===== config.mk =====
export PLATFORM = sky130hd
export DESIGN_NAME = ef_smsdac_dsm
export DESIGN_NICKNAME = d
export VERILOG_FILES = /design/src/rtl/ef_smsdac_pkg.sv /design/src/rtl/ef_smsdac_lfsr.sv /design/src/rtl/ef_smsdac_dsm.sv
export SDC_FILE = /design/constraint.sdc
export NUM_CORES = 1
export LEC_CHECK = 0
export CAP_MARGIN = 20
export CORE_AREA = 2 2 72 126
export CTS_CLUSTER_SIZE = 14
export DETAILED_ROUTE_END_ITERATION = 16
export DIE_AREA = 0 0 74 128
export SLEW_MARGIN = 5
export SYNTH_ARGS = -nofsm -noshare
export SYNTH_HDL_FRONTEND = slang
export SYNTH_SLANG_ARGS = --single-unit

===== constraint.sdc =====
create_clock -name clk -period 7.2 [get_ports clk]
set_input_delay 1.44 -clock clk [delete_from_list [all_inputs] [get_ports clk]]
set_output_delay 1.44 -clock clk [all_outputs]
set_load 0.05 [all_outputs]

===== src/rtl/ef_smsdac_pkg.sv =====
// Shared constants for the segmented mismatch-shaping DAC front end.
// Code width, error-register width, midscale code and dither LFSR definition.
package ef_smsdac_pkg;

  localparam int          Q_W       = 9;
  localparam int          LSB_W     = 7;
  localparam logic [8:0]  MIDSCALE  = 9'd256;
  localparam logic [15:0] LFSR_SEED = 16'hACE1;
  // x^16 + x^14 + x^13 + x^11 + 1, right-shifting Galois form
  localparam logic [15:0] LFSR_TAPS = 16'hB400;

  typedef logic [Q_W-1:0]   code_t;
  typedef logic [LSB_W-1:0] err_t;

endpackage


===== src/rtl/ef_smsdac_lfsr.sv =====
// 16-bit right-shifting Galois LFSR used as a dither/selection source.
// Advances on every clock where adv is high; state is exposed directly.
module ef_smsdac_lfsr
  import ef_smsdac_pkg::*;
(
  input  logic        clk,
  input  logic        rst_b,
  input  logic        adv,
  output logic [15:0] state
);

  logic [15:0] state_q;
  logic [15:0] state_d;

  always_comb begin
    state_d = state_q;
    if (adv) begin
      state_d = (state_q >> 1) ^ (state_q[0] ? LFSR_TAPS : 16'h0000);
    end
  end

  always_ff @(posedge clk or negedge rst_b) begin
    if (!rst_b) begin
      state_q <= LFSR_SEED;
    end else begin
      state_q <= state_d;
    end
  end

  assign state = state_q;

endmodule


===== src/rtl/ef_smsdac_dsm.sv =====
// Second-order error-feedback delta-sigma modulator: 16-bit samples in over
// valid/ready, 9-bit DAC code plus random selection bits out every clock.
module ef_smsdac_dsm
  import ef_smsdac_pkg::*;
#(
  parameter int OSR_LOG2 = 4
) (
  input  logic        clk,
  input  logic        rst_b,
  input  logic        en,
  input  logic [15:0] din,
  input  logic        din_valid,
  output logic        din_ready,
  input  logic        underrun_clr,
  output logic        underrun,
  output logic [7:0]  x,
  output logic        x_c,
  output logic [6:0]  r
);

  logic [OSR_LOG2-1:0] fcnt_q, fcnt_d;
  logic [15:0]         hold_q, hold_d;
  logic [15:0]         active_q, active_d;
  logic                hold_full_q, hold_full_d;
  logic                underrun_q, underrun_d;
  err_t                e1_q, e1_d;
  err_t                e2_q, e2_d;
  code_t               q_q, q_d;
  logic [6:0]          r_q, r_d;

  logic [15:0] lfsr_state;
  logic        boundary;
  logic        accept;
  logic [15:0] u;
  logic [18:0] v;

  ef_smsdac_lfsr u_lfsr (
    .clk   (clk),
    .rst_b (rst_b),
    .adv   (1'b1),
    .state (lfsr_state)
  );

  assign boundary = &fcnt_q;
  assign accept   = din_valid && !hold_full_q;

  // Handshake, frame counter and hold/active sample registers
  always_comb begin
    fcnt_d      = fcnt_q + OSR_LOG2'(1);
    hold_d      = hold_q;
    active_d    = active_q;
    hold_full_d = hold_full_q;
    underrun_d  = underrun_q;

    if (boundary && hold_full_q) begin
      active_d    = hold_q;
      hold_full_d = 1'b0;
    end
    if (accept) begin
      hold_d      = din;
      hold_full_d = 1'b1;
    end

    if (boundary && !hold_full_q) begin
      underrun_d = 1'b1;
    end else if (underrun_clr) begin
      underrun_d = 1'b0;
    end
  end

  // v is a two's-complement 19-bit sum; bit 18 flags a negative result
  always_comb begin
    u    = {~active_q[15], active_q[14:0]};
    v    = {3'b000, u} + {11'd0, e1_q, 1'b0} - {12'd0, e2_q};
    e2_d = e1_q;
    e1_d = v[LSB_W-1:0];
    if (v[18]) begin
      q_d = '0;
    end else if (|v[17:16]) begin
      q_d = '1;
    end else begin
      q_d = v[15:7];
    end
    r_d = en ? lfsr_state[6:0] : 7'd0;
  end

  always_ff @(posedge clk or negedge rst_b) begin
    if (!rst_b) begin
      fcnt_q      <= '0;
      hold_q      <= '0;
      active_q    <= '0;
      hold_full_q <= 1'b0;
      underrun_q  <= 1'b0;
      e1_q        <= '0;
      e2_q        <= '0;
      q_q         <= MIDSCALE;
      r_q         <= '0;
    end else begin
      fcnt_q      <= fcnt_d;
      hold_q      <= hold_d;
      active_q    <= active_d;
      hold_full_q <= hold_full_d;
      underrun_q  <= underrun_d;
      e1_q        <= e1_d;
      e2_q        <= e2_d;
      q_q         <= q_d;
      r_q         <= r_d;
    end
  end

  assign din_ready = !hold_full_q;
  assign underrun  = underrun_q;
  assign x         = q_q[8:1];
  assign x_c       = q_q[0];
  assign r         = r_q;

endmodule


## Word level (Yosys, flattened, before mapping)

Cells that the tools add are included.

| cells by class | value |
|---|---|
| mux-type cells | 8 |
| bitwise logic cells | 2 |
| reductions and logical operators | 8 |
| add/subtract/negate cells | 3 |

Operators with widths:

| kind | number |
|---|---|
| two-way mux 9 bit | 2 |
| subtractor 17 x 7 -> 18 bit | 1 |
| adder 16 x 8 -> 17 bit | 1 |
| two-way mux 16 bit | 1 |
| XOR 15 x 16 -> 16 bit | 1 |
| two-way mux 7 bit | 1 |
| adder 4 x 1 -> 4 bit, second input constant | 1 |
| two-way mux 1 bit | 4 |
| AND reduction 4 bit | 1 |
| nonzero test 2 bit | 2 |
| logical AND 1 bit | 3 |
| OR reduction 2 bit | 1 |
| zero test 1 bit | 1 |
| inverter 1 bit | 1 |

| storage, ports and cells | value |
|---|---|
| input port bits | 21 |
| register bits | 84 |
| output and inout port bits | 18 |

## Longest topological paths before layout

Gate-level depths: netlist (run 1).

| depth | value |
|---|---|
| depth in word-level cells | 6 |
| gate-level depth with buffers | 12 |
| depth with buffers taken out | 12 |

## Modules after synthesis

Synthesis (run 1) repeated with hierarchy kept, for this count alone.

| second synthesis, totals | value |
|---|---|
| cell total of the unflattened synthesis | 315 |
| area, all modules | 3970.1 um^2 |

By module, submodules not included:

| module | cells each | seq. area each (um^2) | area each (um^2) | times used |
|---|---|---|---|---|
| ef_smsdac_dsm | 275 | 1702.9 | 3314.4 | 1 |
| ef_smsdac_lfsr | 40 | 410.4 | 655.6 | 1 |

## Worst setup path before layout (run 1)

No wires, ideal clock.

| timing | value |
|---|---|
| kind | reg2reg |
| from | reg active_q[2] |
| to | reg q_q[0] |
| path buffers | 0 |
| setup time | 147 ps |
| cell stages (with the launch flop) | 11 |
| clock period less this slack | 2517 ps |
| path slack | 4683 ps |
| data arrival time | 2370 ps |
| data required time | 7053 ps |
| cell sequence | dfrtp_1 > inv_1 > fa_1 > inv_1 > ha_1 > a211oi_2 > o211ai_2 > a41oi_2 > o221ai_2 > xnor2_2 > a21oi_1 |

| on the way | value |
|---|---|
| word-level cells in the longest chain between the ends | 5 |

Ends and longest elaborated chain:

| what | RTL line | text |
|---|---|---|
| start: declaration | ef_smsdac_dsm.sv:23 | `logic [15:0] active_q, active_d;` |
| start signal: assignment | ef_smsdac_dsm.sv:101 | `active_q <= active_d;` |
| adder 16 x 8 -> 17 bit (*) | ef_smsdac_dsm.sv:74 | `v = {3'b000, u} + {11'd0, e1_q, 1'b0} - {12'd0, e2_q};` |
| subtractor 17 x 7 -> 18 bit (*) | ef_smsdac_dsm.sv:74 |  |
| OR reduction 2 bit | ef_smsdac_dsm.sv:79 | `end else if (\|v[17:16]) begin` |
| two-way mux 9 bit | ef_smsdac_dsm.sv:79 |  |
| two-way mux 9 bit (*) | ef_smsdac_dsm.sv:77 | `if (v[18]) begin` |
| via q_d[0] | ef_smsdac_dsm.sv:28 | `code_t q_q, q_d;` |
| end signal: assignment | ef_smsdac_dsm.sv:106 | `q_q <= q_d;` |
| end: declaration | ef_smsdac_dsm.sv:28 |  |

Mark *: on every way through the listed nets, which the timed path passes. The rest lies on a longest branch.
A chain may end at the register's enable or synchronous reset.

## Worst setup path after layout (run 1)

| timing | value |
|---|---|
| from | reg q_q[8] |
| to | out x[7] |

RTL lines:

| what | RTL line | text |
|---|---|---|
| end: declaration | ef_smsdac_dsm.sv:16 | `output logic [7:0] x,` |

No word-level cell between the ends.

==> results of run 1 <==
-- cell usage in the layout, fill, tap and decap left out, types with 6 or more instances in the layout --
| master | count |
|---|---|
| dfrtp_1 | 75 |
| inv_1 | 45 |
| clkdlybuf4s50_1 | 37 |
| mux2_2 | 32 |
| a21oi_1 | 23 |
| ha_1 | 20 |
| nand2_1 | 10 |
| clkbuf_16 | 9 |
| dfstp_2 | 9 |
| xor2_1 | 8 |
| xnor2_1 | 8 |
| and2_1 | 8 |
| fa_1 | 7 |
| o211ai_1 | 6 |
-- how the worst max path moves through the flow --
stage,start,endpoint,depth (start not counted)
4_1_cts,q_q[8],x[7],1
5_1_grt,hold_full_q,din_ready,2
2_1_floorplan,active_q[2],q_q[0],10
6_report,q_q[8],x[7],1
3_5_place_dp,active_q[1],q_q[2],12
3_3_place_gp,din_valid,hold_q[7],4
-- synth_stat cells (all sizes together), types with 3 or more instances --
master / count / area [µm²]
a21o: 3 / 22.5
a21oi: 24 / 124
a31oi: 3 / 18.8
and2: 8 / 50.1
clkbuf: 4 / 15.0
dfrtp: 75 / 1880
dfstp: 9 / 236
fa: 7 / 140
ha: 20 / 250
inv: 45 / 169
mux2: 32 / 360
nand2: 10 / 37.5
nand3: 5 / 25.0
nor2: 3 / 11.3
o211ai: 7 / 57.6
o21ai: 6 / 33.8
xnor2: 9 / 86.3
xor2: 8 / 70.1
-- stage by stage --
stage / total power [W] / hold WS [ns] / utilization / instance area [µm²]
final: 0.00200 / 0.351 / 0.538 / 4570
after global routing: 0.00216 / 0.357 / 0.538 / 4570
after CTS: 0.00203 / 0.352 / 0.535 / 4550
after detailed placement: 0.00156 / 0.341 / 0.499 / 4240
after global placement: 0.00155 / 0.337 / 0.499 / 4240
after floorplan: 0.00134 / 0.331 / - / 3740
-- sequential cells by signal (all words and copies together), names as in the netlist --
register and count:
q_q 9, hold_q 16, underrun 1, e1_q 7
hold_full_q 1, e2_q 7, active_q 16, u_lfsr.state 16
r 7, fcnt_q 4
-- power groups by stage --
stage	registers [W]	clock network, W	logic [W]
after global placement	0.000629	0	0.000917
final	0.000620	0.000459	0.000919
after detailed placement	0.000631	0	0.000925
after floorplan	0.000711	0	0.000631
after global routing	0.000632	0.000494	0.00104
after CTS	0.000623	0.000473	0.000934
-- cell type report --
cell class | count | area, µm² | area share
Inverter | 45 | 169 | 0.0369
Clock inverter | 5 | 61.3 | 0.0134
Multi-Input combinational cell | 162 | 1430 | 0.312
Tap cell | 117 | 146 | 0.0320
Sequential cell | 84 | 2110 | 0.462
Clock buffer | 11 | 243 | 0.0531
Timing Repair Buffer | 40 | 413 | 0.0903
-- metal layers --
layer / routed length [µm] / GRT usage / vias up / part of all wire
met2: 3250 / 0.252 / 36 / 0.52
li1: - / - / 1083 / -
met4: 145 / 0.0770 / 0 / 0.023
met5: 0 / 0 / - / 0
met1: 2600 / 0.185 / 1102 / 0.42
met3: 243 / 0.0425 / 11 / 0.039
-- logic make-up after synthesis --
group | Yosys count
and+or+nand+nor | 36
muxes | 32
DFF | 84
buffers and inverters | 51
AOI/OAI and AO/OA | 50
adders and majority gates | 27
xor gates and xnor gates | 17
-- worst reg2reg max path, cell delays in order, from the launching register on --
cell and delay (ns):
dfrtp_1 0.34, inv_1 0.06, fa_1 0.53, inv_1 0.04, ha_1 0.22, inv_1 0.08, fa_1 0.20, nand2b_1 0.13
a21oi_1 0.10, o21ai_2 0.24, nand2_1 0.12, a21oi_1 0.52, a21oi_1 0.10
==> reports/results.tsv, run 1 <==
stage	metric	value	unit
outcome	outcome	finished, final reports clean	
clocking	htreeDepth	3	
clocking	path_clk_slew	0.06	ns
synth	synth.avg_cell_area	12.6	µm²
synth	synth_cell_types	37	
hold_path	min-delay-start	u_lfsr.state[9]	
route	drcViolationCount	0	
clocking	cts_root_buf	clkbuf_16	
layout	n_antenna_cell	0	
die	rows	45	
layout	drive_gt1_frac	0.190	
clocking	clk_path_buf_depth	2	
synth	yosys_warnings	0	
timing	setup_viol	0	
setup_path	worstPathMaxFanout	1	
synth	synth_ff_type	dfrtp_1	
route	drtIter0Drc	86	
power_and_ir_drop	seq_power_share	0.310	
setup_path	required	5.76	ns
clocking	cts_setup_buffers	0	
placed_design	placedCellCount	447	
grt	grt_overflow	0	
timing	finalHoldViolCount	0	
setup_path	crit_buf_inv	1	
hold_path	min-delay-path-class	reg -> reg	
setup_path	critPathKind	reg -> out	
die	core_area	0.00850	mm²
timing	max_freq	0.325	GHz
die	die_w	74	µm
synth	syn-num-nets	345	
placed_design	post-place-ws	4.33	ns
setup_path	critPathLaunchType	flip-flop	
setup_path	crit_slowest_cell	clkdlybuf4s50_1	
setup_path	r2r_end	q_q[2]	
job	maxCapViolCount	0	
clocking	cts_hold_buf	0	
setup_path	crit_path_cell_trace	clkdlybuf4s50_1	
clocking	cts_made_buffers	9	
synth	muxShareOfSynthArea	0.0965	
layout	synthToLayoutAreaGrowth	22.4	%
synth	synth_compound_area_frac	0.0884	
placed_design	routabilityCongestion	0.773	
hold_path	whs_path_depth	0	
grt	track_usage	0.155	
synth	synthesis.area	0.00374	mm²
route	firstDrtPassIters	4	
clocking	clock-sinks	84	
power_and_ir_drop	ir_drop	177	µV
clocking	cts_tree	done	
die	dieArea	0.00947	mm²
power_and_ir_drop	comb_power_share	0.460	
synth	synth_simple_gate_area_frac	0.0512	
setup_path	reg2reg_depth	12	
timing	finClkSkew	0.00425	ns
route	via_per_inst	4.81	
timing	fin_crit_sh	0.427	
timing	slew-limit-headroom	0.364	
route	routed_wl	6.24	mm
synth	yosysSeqAreaShare	0.566	
timing	period_minus_slack	3.08	ns
power_and_ir_drop	leakagePower	2.12	nW
setup_path	endpoint_kind	output pin	
grt	grt_pass1_vias	2352	
timing	rsz0062_at_grt	no	
route	antenna_left	0	
power_and_ir_drop	p_switching	0.000751	W
setup_path	slowest_delay	0.79	ns
synth	synth_fa_ha_area_frac	0.104	
timing	layout_setup_ws	4.12	ns
power_and_ir_drop	p_per_area	437	mW/mm²
layout	nNetsFinal	390	
power_and_ir_drop	swShare	0.376	
synth	synth_seq_cells	84	
power_and_ir_drop	p_clk_frac	0.230	
clocking	worstSkewPairLatency	0.34	ns
die	ioPinCount	39	
grt	antenna_found_initial	0	
setup_path	reg2reg_slack	4.36	ns
route	vias	2232	
placed_design	hpwl	4.47	mm
grt	grt_pass1_wl	10.9	mm
synth	synth_top_family_by_area	adder cells	
die	initial_core_util	0.439	
placed_design	port_buffers	38	
hold_path	hold_end	u_lfsr.state[8]	
synth	async_reset_ff_frac	1.00	
clocking	cts_resized	0	
layout	final_cell_count_no_fill	464	
route	avgRoutedWirePerCell	13.4	µm
timing	fin_setup_tns	0	ns
synth	synthCells	297	
setup_path	crit_family	buffers and inverters	
die	die_y	128	µm
power_and_ir_drop	internal_power	0.00125	W
layout	fillers	746	
grt	grt_max_degree	85	
timing	worstMarginPinSlew	0.951	ns
setup_path	cp.arrival	1.64	ns
setup_path	r2r_start	active_q[1]	
synth	synth-edff-count	0	
timing	maxSlewViolCount	0	
synth	synth_xor_area_frac	0.0419	
Power figures use the tool's default switching activity.
==> inputs of run 2 (changes only) <==
--- a/config.mk
+++ b/config.mk
@@ -10,6 +10,7 @@
 export CTS_CLUSTER_SIZE = 14
 export DETAILED_ROUTE_END_ITERATION = 16
 export DIE_AREA = 0 0 74 128
+export PLACE_DENSITY = 0.67
 export SLEW_MARGIN = 5
 export SYNTH_ARGS = -nofsm -noshare
 export SYNTH_HDL_FRONTEND = slang
==> constraint.sdc (replaced) <==
create_clock -name clk -period 2.48 [get_ports clk]
set_input_delay 0.496 -clock clk [delete_from_list [all_inputs] [get_ports clk]]
set_output_delay 0.496 -clock clk [all_outputs]
set_load 0.05 [all_outputs]
==> reports/results.tsv, run 2 (synthesized netlist as in run 1, its figures left out) <==
stage	metric	value	unit	change
outcome	outcome	finished with violations		
outcome	violations	setup timing		
clocking	cts_root_buf	clkbuf_16		
layout	final_common_cell	dfrtp_1		
timing	finalHoldViolCount	0		unchanged
die	ioPinCount	39		unchanged
job	maxCapViolCount	0		unchanged
die	initial_core_util	0.439		unchanged
setup_path	worstPathMaxFanout	3		+2
layout	layout_common_cells	dfrtp_1 (75), inv_1 (40), clkdlybuf4s50_1 (37)		
grt	grt_max_degree	54		-36%
layout	fillers	718		-3.8%
timing	max_freq	0.389	GHz	
setup_path	slowest_delay	0.55	ns	-0.24 ns
timing	rsz0062_at_grt	yes		
route	via_per_inst	4.84		+0.68%
layout	final_area	0.00488	mm²	+6.6%
grt	track_usage	0.158		+0.00292
placed_design	placedCellCount	464		+3.8%
setup_path	crit_family	adder cells		
grt	grt_pass1_vias	2493		+6.0%
power_and_ir_drop	leakagePower	2.23	nW	+5.0%
clocking	cts_hold_buf	0		unchanged
clocking	cts_made_buffers	9		unchanged
layout	regArea	0.00211	mm²	unchanged
clocking	worstSkewPairLatency	0.33	ns	about the same
die	die_y	128	µm	unchanged
grt	antenna_found_initial	0		unchanged
die	core_area	0.00850	mm²	unchanged
route	drtIter0Drc	138		+60%
clocking	clk_path_buf_depth	2		unchanged
timing	finClkSkew	0.00946	ns	+0.00521 ns
placed_design	hpwl	4.71	mm	+5.5%
setup_path	required	2.73	ns	-3.03 ns
timing	slew-limit-headroom	0.661		+0.297
clocking	htreeDepth	3		unchanged
grt	grt_overflow	0		unchanged
layout	drive_gt1_frac	0.302		+0.112
setup_path	crit_buf_inv	3		+2
route	avgRoutedWirePerCell	13.7	µm	+1.6%
placed_design	port_buffers	38		unchanged
setup_path	crit_path_cell_trace	inv_2 > fa_1 > inv_2 > ha_4 > inv_1 > fa_2 > nand2b_4 > a21oi_4 > o21ai_4 > a31oi_2 > or3_1 > a31oi_2		
timing	setup_viol	9		+9
timing	layout_setup_ws	-0.0895	ns	-4.21 ns
route	antenna_left	0		unchanged
clocking	cts_tree	done		
timing	maxSlewViolCount	0		unchanged
route	vias	2344		+5.0%
clocking	path_clk_slew	0.06	ns	about the same
route	firstDrtPassIters	4		unchanged
clocking	clock-sinks	84		unchanged
hold_path	min-delay-path-class	in -> async		
setup_path	cp.arrival	2.82	ns	+1.18 ns
layout	final_cell_count_no_fill	484		+4.3%
layout	n_antenna_cell	0		unchanged
layout	multi_input_area	0.00158	mm²	+10%
die	dieArea	0.00947	mm²	unchanged
power_and_ir_drop	power	0.00694	W	+250%
die	die_w	74	µm	unchanged
route	drcViolationCount	0		unchanged
placed_design	routabilityCongestion	0.923		+19%
route	routed_wl	6.61	mm	+5.9%
die	rows	45		unchanged
placed_design	placed_area	0.00440	mm²	+3.6%
layout	synthToLayoutAreaGrowth	30.5	%	
power_and_ir_drop	p_per_area	1420	mW/mm²	+230%
setup_path	critPathKind	reg -> reg		
layout	nNetsFinal	410		+5.1%
setup_path	endpoint_kind	flip-flop		
grt	grt_pass1_wl	11.3	mm	+3.5%
timing	fin_crit_sh	1.04		
timing	period_minus_slack	2.57	ns	
timing	worstMarginPinSlew	0.507	ns	-0.444 ns
setup_path	crit_slowest_cell	fa_1		
power_and_ir_drop	ir_drop	714	µV	+300%
setup_path	critPathLaunchType	flip-flop		
run 2: changes by cell type in the layout (fill, tap and decap cells not counted), moves of 5 or more:
cell     previous run  this run
buf_4               2        19
inv_2               0         5
a21oi_2             1        11
inv_1              45        40
a21oi_1            23        12
ha_4                0         5
ha_1               20        15
run 2: what timing repair did:
action,4_1_cts,5_1_grt
setup endpoints to repair,9,9
gates resized for setup,18,13
hold endpoints to repair,0,0
pin swaps,8,12
gates cloned,1,0
setup buffers,2,1
run 2: power breakdown:
group | internal, W | total, W | switching (W)
logic | 0.00183 | 0.00379 | 0.00197
clock network | 0.000811 | 0.00134 | 0.000530
registers | 0.00168 | 0.00181 | 0.000127
total | 0.00432 | 0.00694 | 0.00262
run 2: layout make-up:
| type | count | share of cell area |
|---|---|---|
| timing repair buffer | 60 | 0.116 |
| inverter | 45 | 0.0346 |
| clock inverter | 5 | 0.0126 |
| tap | 117 | 0.0300 |
| clock buffer | 11 | 0.0498 |
| multi-input combinational | 162 | 0.323 |
| sequential | 84 | 0.433 |
run 2: final timing paths:
kind,start,to,slack [ns],cells after the start
worst max-delay path,e1_q[0],q_q[8],-0.09,12
worst min-delay path,rst_b,r[2],0.1,1
worst max register to register,e1_q[0],q_q[8],-0.09,12
worst min register to register,u_lfsr.state[12],u_lfsr.state[11],0.35,0
max in group asynchronous,rst_b,u_lfsr.state[7],1.72,2
min in group clk,u_lfsr.state[12],u_lfsr.state[11],0.35,0
run 2: worst register-to-register path, delay by kind of cell, from the launching register on:
family,cells,cell delay (ns)
flip-flops,1,0.36
AO/OA/AOI/OAI,4,0.56
adder cells (fa/ha/maj),3,0.91
buffers and inverters,3,0.17
AND/OR/NAND/NOR,2,0.49
run 2: per-layer routing:
metal,global-route usage,up-vias,wire length (µm)
met5,0,-,0
met4,0.0717,0,165
met3,0.0417,15,214
met2,0.268,39,3580
met1,0.181,1165,2650
li1,-,1125,-
run 2: through the flow:
step | hold slack, ns | util | setup TNS (ns) | setup WS, ns
after floorplan | 0.200 | - | -0.0824 | -0.0103
after global placement | 0.341 | 0.517 | -0.753 | -0.144
after detailed placement | 0.341 | 0.517 | -1.21 | -0.188
after CTS | 0.0978 | 0.564 | -0.630 | -0.0873
after global routing | 0.122 | 0.574 | -1.79 | -0.210
final | 0.0976 | 0.574 | -0.526 | -0.0895
==> inputs of run 3 (changes only) <==
==> constraint.sdc (replaced) <==
create_clock -name clk -period 2.48 [get_ports clk]
set_input_delay 0.372 -clock clk [delete_from_list [all_inputs] [get_ports clk]]
set_output_delay 0.372 -clock clk [all_outputs]
set_load 0.05 [all_outputs]
==> reports/results.tsv, run 3 (synthesized netlist as in run 1, its figures left out) <==
stage	metric	value	unit	change
outcome	outcome	finished with violations		
outcome	violations	setup timing		
setup_path	reg2reg_depth	12		unchanged
clocking	worstSkewPairLatency	0.34	ns	about the same
timing	layout_setup_ws	-0.0779	ns	+0.0115 ns
clocking	cts_tree	done		
timing	rsz0062_at_grt	yes		
timing	setup_viol	9		unchanged
die	core_area	0.00850	mm²	unchanged
setup_path	critPathKind	reg -> reg		
clocking	cts_made_buffers	9		unchanged
clocking	path_clk_slew	0.06	ns	about the same
grt	grt_max_degree	52		-3.7%
setup_path	required	2.70	ns	-0.03 ns
clocking	clk_path_buf_depth	2		unchanged
timing	fin_crit_sh	1.03		-0.00465
grt	track_usage	0.154		-0.00425
grt	grt_pass1_wl	11.1	mm	-2.1%
timing	maxSlewViolCount	0		unchanged
grt	grt_pass1_vias	2437		-2.2%
timing	finalHoldViolCount	0		unchanged
grt	antenna_found_initial	0		unchanged
setup_path	cp.arrival	2.78	ns	-0.04 ns
timing	period_minus_slack	2.56	ns	-0.0115 ns
clocking	cts_root_buf	clkbuf_16		
placed_design	placed_area	0.00440	mm²	+0.17%
placed_design	hpwl	4.63	mm	-1.8%
clocking	clock-sinks	84		unchanged
die	initial_core_util	0.439		unchanged
layout	final_core_util	0.580		+0.00603
route	firstDrtPassIters	4		unchanged
route	avgRoutedWirePerCell	13.3	µm	-2.8%
layout	n_antenna_cell	0		unchanged
die	rows	45		unchanged
layout	drive_gt1_frac	0.301		-0.00164
route	drcViolationCount	0		unchanged
placed_design	routabilityCongestion	0.939		+1.7%
route	drtIter0Drc	115		-17%
layout	final_common_cell	dfrtp_1		
clocking	htreeDepth	3		unchanged
grt	grt_overflow	0		unchanged
route	antenna_left	0		unchanged
die	die_w	74	µm	unchanged
placed_design	port_buffers	38		unchanged
power_and_ir_drop	p_per_area	1430	mW/mm²	+0.48%
power_and_ir_drop	ir_drop	689	µV	-3.6%
die	die_y	128	µm	unchanged
timing	max_freq	0.391	GHz	+0.45%
route	via_per_inst	4.79		-1.0%
timing	finClkSkew	0.00618	ns	-0.00328 ns
setup_path	worstPathMaxFanout	5		+2
job	maxCapViolCount	0		unchanged
power_and_ir_drop	leakagePower	2.25	nW	+1.2%
setup_path	endpoint_kind	flip-flop		
layout	layout_common_cells	dfrtp_1 (75), inv_1 (39), clkdlybuf4s50_1 (37)		
layout	synthToLayoutAreaGrowth	31.9	%	
hold_path	min-delay-path-class	reg -> reg		
layout	multi_input_area	0.00158	mm²	about the same
route	routed_wl	6.45	mm	-2.4%
layout	regArea	0.00211	mm²	unchanged
hold_path	whs_path_depth	0		
die	dieArea	0.00947	mm²	unchanged
setup_path	critPathLaunchType	flip-flop		
timing	worstMarginPinSlew	0.505	ns	-0.00142 ns
placed_design	post-place-ws	-0.166	ns	+0.0223 ns
timing	fin_setup_tns	-0.651	ns	-0.125 ns
layout	nNetsFinal	412		+0.49%
power_and_ir_drop	power	0.00705	W	+1.5%
die	ioPinCount	39		unchanged
route	vias	2329		-0.64%
timing	slew-limit-headroom	0.662		+0.000949
layout	fillers	698		-2.8%
layout	final_area	0.00493	mm²	+1.1%
==> run 3: path summary, 6_finish.rpt <==
check | start | endpoint | slack [ns]
min reg2reg | u_lfsr.state[12] | u_lfsr.state[11] | 0.35
min in group asynchronous | rst_b | r[3] | 0.52
max in group asynchronous | rst_b | u_lfsr.state[6] | 1.31
min | u_lfsr.state[12] | u_lfsr.state[11] | 0.35
max reg2reg | active_q[1] | q_q[6] | -0.08
max | active_q[1] | q_q[6] | -0.08
==> run 3: final cells by class <==
| cell class | instances | area share |
|---|---|---|
| Clock inverter | 5 | 0.0170 |
| Sequential cell | 84 | 0.429 |
| Tap cell | 117 | 0.0297 |
| Clock buffer | 11 | 0.0513 |
| Timing Repair Buffer | 62 | 0.119 |
| Multi-Input combinational cell | 162 | 0.320 |
| Inverter | 45 | 0.0343 |
==> run 3: per-stage QoR <==
stage | hold slack, ns | std cells
6_report | 0.349 | 486
5_1_grt | 0.363 | 486
4_1_cts | 0.353 | 484
3_5_place_dp | 0.343 | 465
3_3_place_gp | 0.337 | 465
2_1_floorplan | 0.0764 | 297
==> run 3: layer usage <==
| metal | part of all wire | global-route usage | up-vias | wire, µm |
|---|---|---|---|---|
| met4 | 0.026 | 0.0706 | 0 | 170 |
| met1 | 0.40 | 0.180 | 1150 | 2580 |
| met3 | 0.033 | 0.0440 | 16 | 211 |
| met2 | 0.54 | 0.255 | 34 | 3490 |
| li1 | - | - | 1129 | - |
| met5 | 0 | 0 | - | 0 |
==> run 3: power by group <==
group | internal [W] | total (W) | switching [W]
logic | 0.00186 | 0.00378 | 0.00192
clock network | 0.000937 | 0.00146 | 0.000525
registers | 0.00168 | 0.00181 | 0.000130
total | 0.00448 | 0.00705 | 0.00257
==> run 3: timing repair <==
item                                    CTS  global route
setup buffers                             2             1
endpoints found under the hold margin    29             0
cloned                                    0             1
hold buffers                              1             0
resized for setup                         9            23
pin swaps                                 3            14
endpoints found under the setup margin    9             9
==> run 3: critical path: stages, from the launching register on <==
cell	delay [ns]
dfrtp_1	0.35
inv_2	0.04
fa_1	0.52
inv_1	0.04
ha_2	0.18
buf_6	0.12
a211oi_4	0.24
o211ai_2	0.12
a41oi_2	0.25
o221ai_2	0.14
xnor2_2	0.21
buf_6	0.15
a21oi_1	0.06
